<file path="config.mk">
export PLATFORM = sky130hd
export DESIGN_NAME = sha1_block_ctrl
export DESIGN_NICKNAME = d
export VERILOG_FILES = /design/src/rtl/sha1_pkg.sv /design/src/rtl/sha1_round.sv /design/src/rtl/sha1_block_ctrl.sv
export SDC_FILE = /design/constraint.sdc
export NUM_CORES = 2
export LEC_CHECK = 0
export ABC_AREA = 0
export CELL_PAD_IN_SITES_DETAIL_PLACEMENT = 2
export CELL_PAD_IN_SITES_GLOBAL_PLACEMENT = 2
export CORE_MARGIN = 2
export CORE_UTILIZATION = 41
export CTS_CLUSTER_DIAMETER = 40
export DETAILED_ROUTE_END_ITERATION = 10
export PLACE_DENSITY = 0.77
export SYNTH_ARGS = -nofsm -noshare
export SYNTH_HDL_FRONTEND = slang
export SYNTH_SLANG_ARGS = --single-unit
</file>
<file path="constraint.sdc">
create_clock -name clk -period 43.5 [get_ports clk]
set_input_delay 10.875 -clock clk [delete_from_list [all_inputs] [get_ports clk]]
set_output_delay 10.875 -clock clk [all_outputs]
set_load 0.03 [all_outputs]
</file>
<file path="src/rtl/sha1_pkg.sv">
// sha1_pkg: shared SHA-1 constants, FSM state encoding and round helpers.
package sha1_pkg;

  typedef enum logic [1:0] {
    ST_LOAD  = 2'd0,
    ST_ROUND = 2'd1,
    ST_FINAL = 2'd2
  } sha1_state_e;

  // Chaining value loaded by reset and by init, H0 in the top word.
  localparam logic [159:0] H_INIT = 160'h67452301_EFCDAB89_98BADCFE_10325476_C3D2E1F0;

  localparam logic [31:0] K_0_19  = 32'h5A827999;
  localparam logic [31:0] K_20_39 = 32'h6ED9EBA1;
  localparam logic [31:0] K_40_59 = 32'h8F1BBCDC;
  localparam logic [31:0] K_60_79 = 32'hCA62C1D6;

  function automatic logic [31:0] rotl1(input logic [31:0] x);
    return {x[30:0], x[31]};
  endfunction

  function automatic logic [31:0] rotl5(input logic [31:0] x);
    return {x[26:0], x[31:27]};
  endfunction

  function automatic logic [31:0] rotl30(input logic [31:0] x);
    return {x[1:0], x[31:2]};
  endfunction

  // Boolean function of b, c, d selected by round index.
  function automatic logic [31:0] f_sel(input logic [6:0] t, input logic [31:0] b,
                                        input logic [31:0] c, input logic [31:0] d);
    logic [31:0] f;
    if (t < 7'd20) begin
      f = (b & c) | (~b & d);
    end else if (t < 7'd40) begin
      f = b ^ c ^ d;
    end else if (t < 7'd60) begin
      f = (b & c) | (b & d) | (c & d);
    end else begin
      f = b ^ c ^ d;
    end
    return f;
  endfunction

  // Additive round constant selected by round index.
  function automatic logic [31:0] k_sel(input logic [6:0] t);
    logic [31:0] k;
    if (t < 7'd20) begin
      k = K_0_19;
    end else if (t < 7'd40) begin
      k = K_20_39;
    end else if (t < 7'd60) begin
      k = K_40_59;
    end else begin
      k = K_60_79;
    end
    return k;
  endfunction

endpackage

</file>
<file path="src/rtl/sha1_round.sv">
// sha1_round: one combinational SHA-1 round step on the a..e working set.
module sha1_round
  import sha1_pkg::*;
(
  input  logic [31:0] a_i,
  input  logic [31:0] b_i,
  input  logic [31:0] c_i,
  input  logic [31:0] d_i,
  input  logic [31:0] e_i,
  input  logic [31:0] w_i,
  input  logic [6:0]  t_i,
  output logic [31:0] a_o,
  output logic [31:0] b_o,
  output logic [31:0] c_o,
  output logic [31:0] d_o,
  output logic [31:0] e_o
);

  assign a_o = rotl5(a_i) + f_sel(t_i, b_i, c_i, d_i) + e_i + k_sel(t_i) + w_i;
  assign b_o = a_i;
  assign c_o = rotl30(b_i);
  assign d_o = c_i;
  assign e_o = d_i;

endmodule

</file>
<file path="src/rtl/sha1_block_ctrl.sv">
// sha1_block_ctrl: loads a 16-word block, runs 80 SHA-1 rounds, folds into H.
// Build option SHA1_CTRL_UNROLL2_EN: two chained rounds per cycle (40 cycles).
module sha1_block_ctrl
  import sha1_pkg::*;
(
  input  logic         clk,
  input  logic         reset,
  input  logic         init,
  input  logic         word_valid,
  output logic         word_ready,
  input  logic [31:0]  word_data,
  output logic         busy,
  output logic         digest_valid,
  output logic [159:0] digest
);

  localparam logic [1:0] S_LOAD  = ST_LOAD;
  localparam logic [1:0] S_ROUND = ST_ROUND;
  localparam logic [1:0] S_FINAL = ST_FINAL;

`ifdef SHA1_CTRL_UNROLL2_EN
  localparam logic [6:0] T_STEP = 7'd2;
  localparam logic [6:0] T_LAST = 7'd78;
`else
  localparam logic [6:0] T_STEP = 7'd1;
  localparam logic [6:0] T_LAST = 7'd79;
`endif

  logic [1:0]   state_q, state_d;
  logic [3:0]   cnt_q, cnt_d;
  logic [6:0]   t_q, t_d;
  logic [159:0] h_q, h_d;
  logic [31:0]  a_q, b_q, c_q, d_q, e_q;
  logic [31:0]  a_d, b_d, c_d, d_d, e_d;
  logic         dv_q, dv_d;
  logic [31:0]  w_q [16];
  logic [31:0]  w_d [16];

  logic [3:0]   i0_s;
  logic [31:0]  w0_s;
  logic [31:0]  ra_s, rb_s, rc_s, rd_s, re_s;
  logic [31:0]  r0a_s, r0b_s, r0c_s, r0d_s, r0e_s;

  assign i0_s = t_q[3:0];

  // Schedule word for the first round of this cycle (buffer or expansion).
  always_comb begin
    logic [3:0] im3, im8, im14;
    im3  = i0_s - 4'd3;
    im8  = i0_s - 4'd8;
    im14 = i0_s - 4'd14;
    if (t_q < 7'd16) begin
      w0_s = w_q[i0_s];
    end else begin
      w0_s = rotl1(w_q[im3] ^ w_q[im8] ^ w_q[im14] ^ w_q[i0_s]);
    end
  end

  sha1_round u_round0 (
    .a_i(a_q), .b_i(b_q), .c_i(c_q), .d_i(d_q), .e_i(e_q),
    .w_i(w0_s), .t_i(t_q),
    .a_o(r0a_s), .b_o(r0b_s), .c_o(r0c_s), .d_o(r0d_s), .e_o(r0e_s)
  );

`ifdef SHA1_CTRL_UNROLL2_EN
  logic [6:0]  t1_s;
  logic [3:0]  i1_s;
  logic [31:0] w1_s;

  assign t1_s = t_q + 7'd1;
  assign i1_s = t1_s[3:0];

  // Schedule word for the second round; none of its taps is slot t&15.
  always_comb begin
    logic [3:0] jm3, jm8, jm14;
    jm3  = i1_s - 4'd3;
    jm8  = i1_s - 4'd8;
    jm14 = i1_s - 4'd14;
    if (t1_s < 7'd16) begin
      w1_s = w_q[i1_s];
    end else begin
      w1_s = rotl1(w_q[jm3] ^ w_q[jm8] ^ w_q[jm14] ^ w_q[i1_s]);
    end
  end

  sha1_round u_round1 (
    .a_i(r0a_s), .b_i(r0b_s), .c_i(r0c_s), .d_i(r0d_s), .e_i(r0e_s),
    .w_i(w1_s), .t_i(t1_s),
    .a_o(ra_s), .b_o(rb_s), .c_o(rc_s), .d_o(rd_s), .e_o(re_s)
  );
`else
  assign ra_s = r0a_s;
  assign rb_s = r0b_s;
  assign rc_s = r0c_s;
  assign rd_s = r0d_s;
  assign re_s = r0e_s;
`endif

  assign word_ready   = (state_q == S_LOAD) && !init;
  assign busy         = (state_q != S_LOAD);
  assign digest_valid = dv_q;
  assign digest       = h_q;

  // Next-state logic: init has priority over everything, then the FSM.
  always_comb begin
    state_d = state_q;
    cnt_d   = cnt_q;
    t_d     = t_q;
    h_d     = h_q;
    dv_d    = dv_q;
    a_d = a_q; b_d = b_q; c_d = c_q; d_d = d_q; e_d = e_q;
    for (int i = 0; i < 16; i++) begin
      w_d[i] = w_q[i];
    end
    if (init) begin
      state_d = S_LOAD;
      cnt_d   = 4'd0;
      t_d     = 7'd0;
      h_d     = H_INIT;
      dv_d    = 1'b0;
    end else begin
      case (state_q)
        S_LOAD: begin
          if (word_valid) begin
            w_d[cnt_q] = word_data;
            cnt_d      = cnt_q + 4'd1;
            if (cnt_q == 4'd0) begin
              dv_d = 1'b0;
            end else begin
              dv_d = dv_q;
            end
            if (cnt_q == 4'd15) begin
              a_d = h_q[159:128]; b_d = h_q[127:96]; c_d = h_q[95:64];
              d_d = h_q[63:32];   e_d = h_q[31:0];
              dv_d    = 1'b0;
              t_d     = 7'd0;
              state_d = S_ROUND;
            end else begin
              state_d = S_LOAD;
            end
          end else begin
            state_d = S_LOAD;
          end
        end
        S_ROUND: begin
          a_d = ra_s; b_d = rb_s; c_d = rc_s; d_d = rd_s; e_d = re_s;
          w_d[i0_s] = w0_s;
`ifdef SHA1_CTRL_UNROLL2_EN
          w_d[i1_s] = w1_s;
`endif
          if (t_q == T_LAST) begin
            t_d     = 7'd0;
            state_d = S_FINAL;
          end else begin
            t_d     = t_q + T_STEP;
            state_d = S_ROUND;
          end
        end
        S_FINAL: begin
          h_d = {h_q[159:128] + a_q, h_q[127:96] + b_q, h_q[95:64] + c_q,
                 h_q[63:32] + d_q, h_q[31:0] + e_q};
          dv_d    = 1'b1;
          cnt_d   = 4'd0;
          state_d = S_LOAD;
        end
        default: begin
          state_d = S_LOAD;
          cnt_d   = 4'd0;
          t_d     = 7'd0;
        end
      endcase
    end
  end

  // State, counters, chaining value, working set and schedule buffer.
  always_ff @(posedge clk or posedge reset) begin
    if (reset) begin
      state_q <= S_LOAD;
      cnt_q   <= 4'd0;
      t_q     <= 7'd0;
      h_q     <= H_INIT;
      dv_q    <= 1'b0;
      a_q <= 32'd0; b_q <= 32'd0; c_q <= 32'd0; d_q <= 32'd0; e_q <= 32'd0;
      for (int i = 0; i < 16; i++) begin
        w_q[i] <= 32'd0;
      end
    end else begin
      state_q <= state_d;
      cnt_q   <= cnt_d;
      t_q     <= t_d;
      h_q     <= h_d;
      dv_q    <= dv_d;
      a_q <= a_d; b_q <= b_d; c_q <= c_d; d_q <= d_d; e_q <= e_d;
      for (int i = 0; i < 16; i++) begin
        w_q[i] <= w_d[i];
      end
    end
  end

endmodule

</file>
==> results by group <==
Global route
  • Global-route wire length before repair: 449800 um
  • Vias in the first global route: 66470
  • Grt total ovfl: 0
  • Initial antenna violation count: 7
  • Largest net degree at the start of global routing: 179
  • GRT Util Overall: 0.3812

Worst setup path
  • Critical path depth in cells: 3
  • Worst path max stage delay: 0.77 ns
  • Slowest CP cell: clkdlybuf4s50_1
  • Crit path DAT: 12.21 ns
  • Endpoint class of the critical path: output pin
  • Worst R2R Start: t_q[0]$_DFFE_PP0P_
  • Reg2Reg Depth: 22
  • Crit Path Class: in -> out
  • Crit start category: input pin
  • R2R setup slack: 33.99 ns
  • CP delay by family, top: buffers and inverters
  • CP Data Required Time: 32.62 ns
  • Worst path cell trace: buf_4, nor2_1, clkdlybuf4s50_1
  • Crit path from: init
  • Critical path buffer and inverter count: 2
  • RR Endpoint: a_q[31]$_DFFE_PP0P_
  • Crit Path Max Fanout: 3

Place
  • DPL Wire Length: 181900 um
  • Dpl cell area: 0.06731 mm^2
  • Cells after DPL: 8399
  • Port Buffer Count: 198
  • GPL Wtd Cong: 0.8881

CTS
  • Clock slew seen by the registers of the worst setup and hold paths: 0.04 ns
  • Cts repair resizes: 0
  • CTS hold repair buffers: 0
  • Number of buffers created by CTS: 185
  • TritonCTS Sinks: 846
  • Setup bufs post-CTS: 0
  • H-tree levels: 4
  • Clk root buf: clkbuf_16
  • CTS tree: done
  • Clock Latency Late Sink: 0.86 ns
  • CTS Buffer Depth: 3

Die
  • Ports: 199
  • Rows: 145
  • Core Box Area: 0.1557 mm^2
  • Die H: 399.2 um
  • Die Span X: 399.2 um
  • Effective utilization at floorplan: 0.4114
  • Die ar.: 0.1594 mm^2

Yosys
  • Synthesized flop and latch total: 846
  • Register area share after synthesis: 0.3321
  • Syn Area/Cell: 9.744 um^2
  • Mapped cell area: 0.06405 mm^2
  • Synth cell types: 83
  • Gate count of the mapped netlist: 6573
  • Synth Warn #: 0
  • Async S/R FF share, synth: 1.000
  • Post-Syn Nets: 6937
  • Yosys top cell area share: 0.2993
  • Area leader, netlist: dfrtp_1
  • Post-synth EDFFs: 0
  • Predominant post-synthesis flop cell: dfrtp_1
  • Synth area leaders: dfrtp_1, mux4_2, nand2_1

STA
  • RSZ-0062 raised after global routing: no
  • Fin crit period: 23.08 ns
  • Setup violators final: 0
  • Period utilization: 0.5307
  • Worst-Margin Slew: 1.232 ns
  • Rel. slew slack: 0.1785
  • Achievable Freq: 43.32 MHz
  • Final hold vios: 0
  • Setup_tns: 0 ns
  • Max-slew violations: 0
  • Layout Skew: 0.05243 ns

Min path
  • Hold Path Sink: digest[71]$_DFFE_PP1P_
  • Hold depth: 2
  • Min-Delay Path Class: reg -> reg
  • Worst hold start: digest[71]$_DFFE_PP1P_

Final layout
  • Post-Layout Cell Count: 8751
  • Layout Nets: 6892
  • Design area: 0.07406 mm^2
  • Area Growth Syn to Fin: 15.64%
  • Layout cell share with drive strength beyond 1: 0.1633

Pwr
  • Pleak: 30.30 nW
  • Max VDD drop: 0.00004159 V
  • PD cells: 35.95 mW/mm^2
  • Total power: 2.662 mW

Route
  • Drt drc: 0
  • Drt total wl: 305200 um
  • WL/cell: 34.87 um
  • DRT antenna net count: 0
  • Vias per cell: 6.862
  • Total iterations of the first detailed-routing run: 5
  • Vias after detailed routing: 60050
  • Starting DRT DRC Count: 5648

Status
  • Status: finished clean

Flow run
  • Max-cap viol count: 0
[kinds of logic after synthesis]
group                    count (synthesis)  share of synthesized area
AO/OA/AOI/OAI                         2033                     0.2174
buffers and inverters                  783                    0.05378
XOR/XNOR                               220                    0.03044
flip-flops                             846                     0.3321
multiplexers                           523                     0.1693
AND/OR/NAND/NOR                       1840                     0.1191
adder cells (fa/ha/maj)                328                    0.07779
[worst max-delay path by stage]
stage                                     to  slack, ns
after floorplan           a_q[0]$_DFFE_PP0P_       8.99
after global placement            word_ready      20.39
after detailed placement          word_ready      20.41
after CTS                         word_ready      20.40
after global routing              word_ready      20.46
final                             word_ready      20.42
[cells in the final DEF (no fill, tap or decap), types with 59 or more instances in the layout]
cell and n:
mux2i_1 72, nand2_1 1205, o22a_1 424, a21oi_1 249
inv_1 229, a21o_1 97, buf_4 116, a31oi_1 152
o21ai_1 156, xor2_1 68, o21ai_0 553, a22o_1 98
nor2_1 298, o211ai_1 59, clkbuf_16 185, dfrtp_1 762
xnor2_1 148, clkdlybuf4s50_1 197, fa_1 117, mux4_2 448
dfstp_2 80, ha_1 209
[metrics by stage]
step / hold slack, ns / worst slack [ns] / utilization
after floorplan: 0.4771 / 8.988 / -
after global placement: 0.4957 / 20.39 / 0.4324
after detailed placement: 0.5160 / 20.41 / 0.4324
after CTS: 0.5320 / 20.40 / 0.4757
after global routing: 0.5583 / 20.46 / 0.4757
final: 0.5245 / 20.42 / 0.4758
[per-layer routing]
layer	GRT usage	vias to the layer above	routed length, um
li1	-	24120	-
met3	0.09175	1113	24980
met5	0	-	55
met4	0.2497	8	22570
met1	0.4486	31560	112400
met2	0.6218	3254	145100
[worst min-delay path, delay by kind of cell, from the launching register on]
| family | cells | cell delay (ns) |
|---|---|---|
| AND/OR/NAND/NOR | 1 | 0.05 |
| flip-flops | 1 | 0.38 |
| AO/OA/AOI/OAI | 1 | 0.08 |
[cell usage after synthesis (all sizes together) (19+ instances only)]
master / count
a21oi: 249
nand2: 1226
mux4: 448
a221o: 19
nor2: 299
o211ai: 59
xor2: 69
a21o: 97
ha: 211
and3: 27
a22o: 98
nand3: 64
a211oi: 35
inv: 232
fa: 117
dfstp: 80
o22a: 424
xnor2: 151
o21ai: 716
nand2b: 34
mux2i: 72
a31oi: 152
buf: 153
o21a: 26
and2: 41
o21bai: 25
dfrtp: 766
nor2b: 27
clkbuf: 398
nand4: 23
nor3: 39
o31ai: 46
[registers in the layout, indices dropped and copies added, names as in the netlist]
name / count
cnt_q: 4
b_q: 32
state_q: 2
d_q: 32
digest: 160
a_q: 32
c_q: 32
digest_valid: 1
t_q: 7
e_q: 32
w_q: 512
[where the power goes]
part,total [mW],internal (mW),switching (mW),leakage [nW]
combinational,0.305,0.0961,0.209,15.7
clock,1.53,0.989,0.541,3.24
sequential,0.828,0.806,0.0219,11.4
total,2.66,1.89,0.772,30.3
[layout make-up]
class                           instances  area, um^2
Fill cell                           16070       81600
Multi-Input combinational cell       4944       39600
Clock buffer                          250        5264
Inverter                              232       880.8
Timing Repair Buffer                  319        2963
Clock inverter                         98        1484
Sequential cell                       846       21290
Antenna cell                            4       10.01
Tap cell                             2058        2575
No activity file was read; power rests on OpenSTA's default activity.
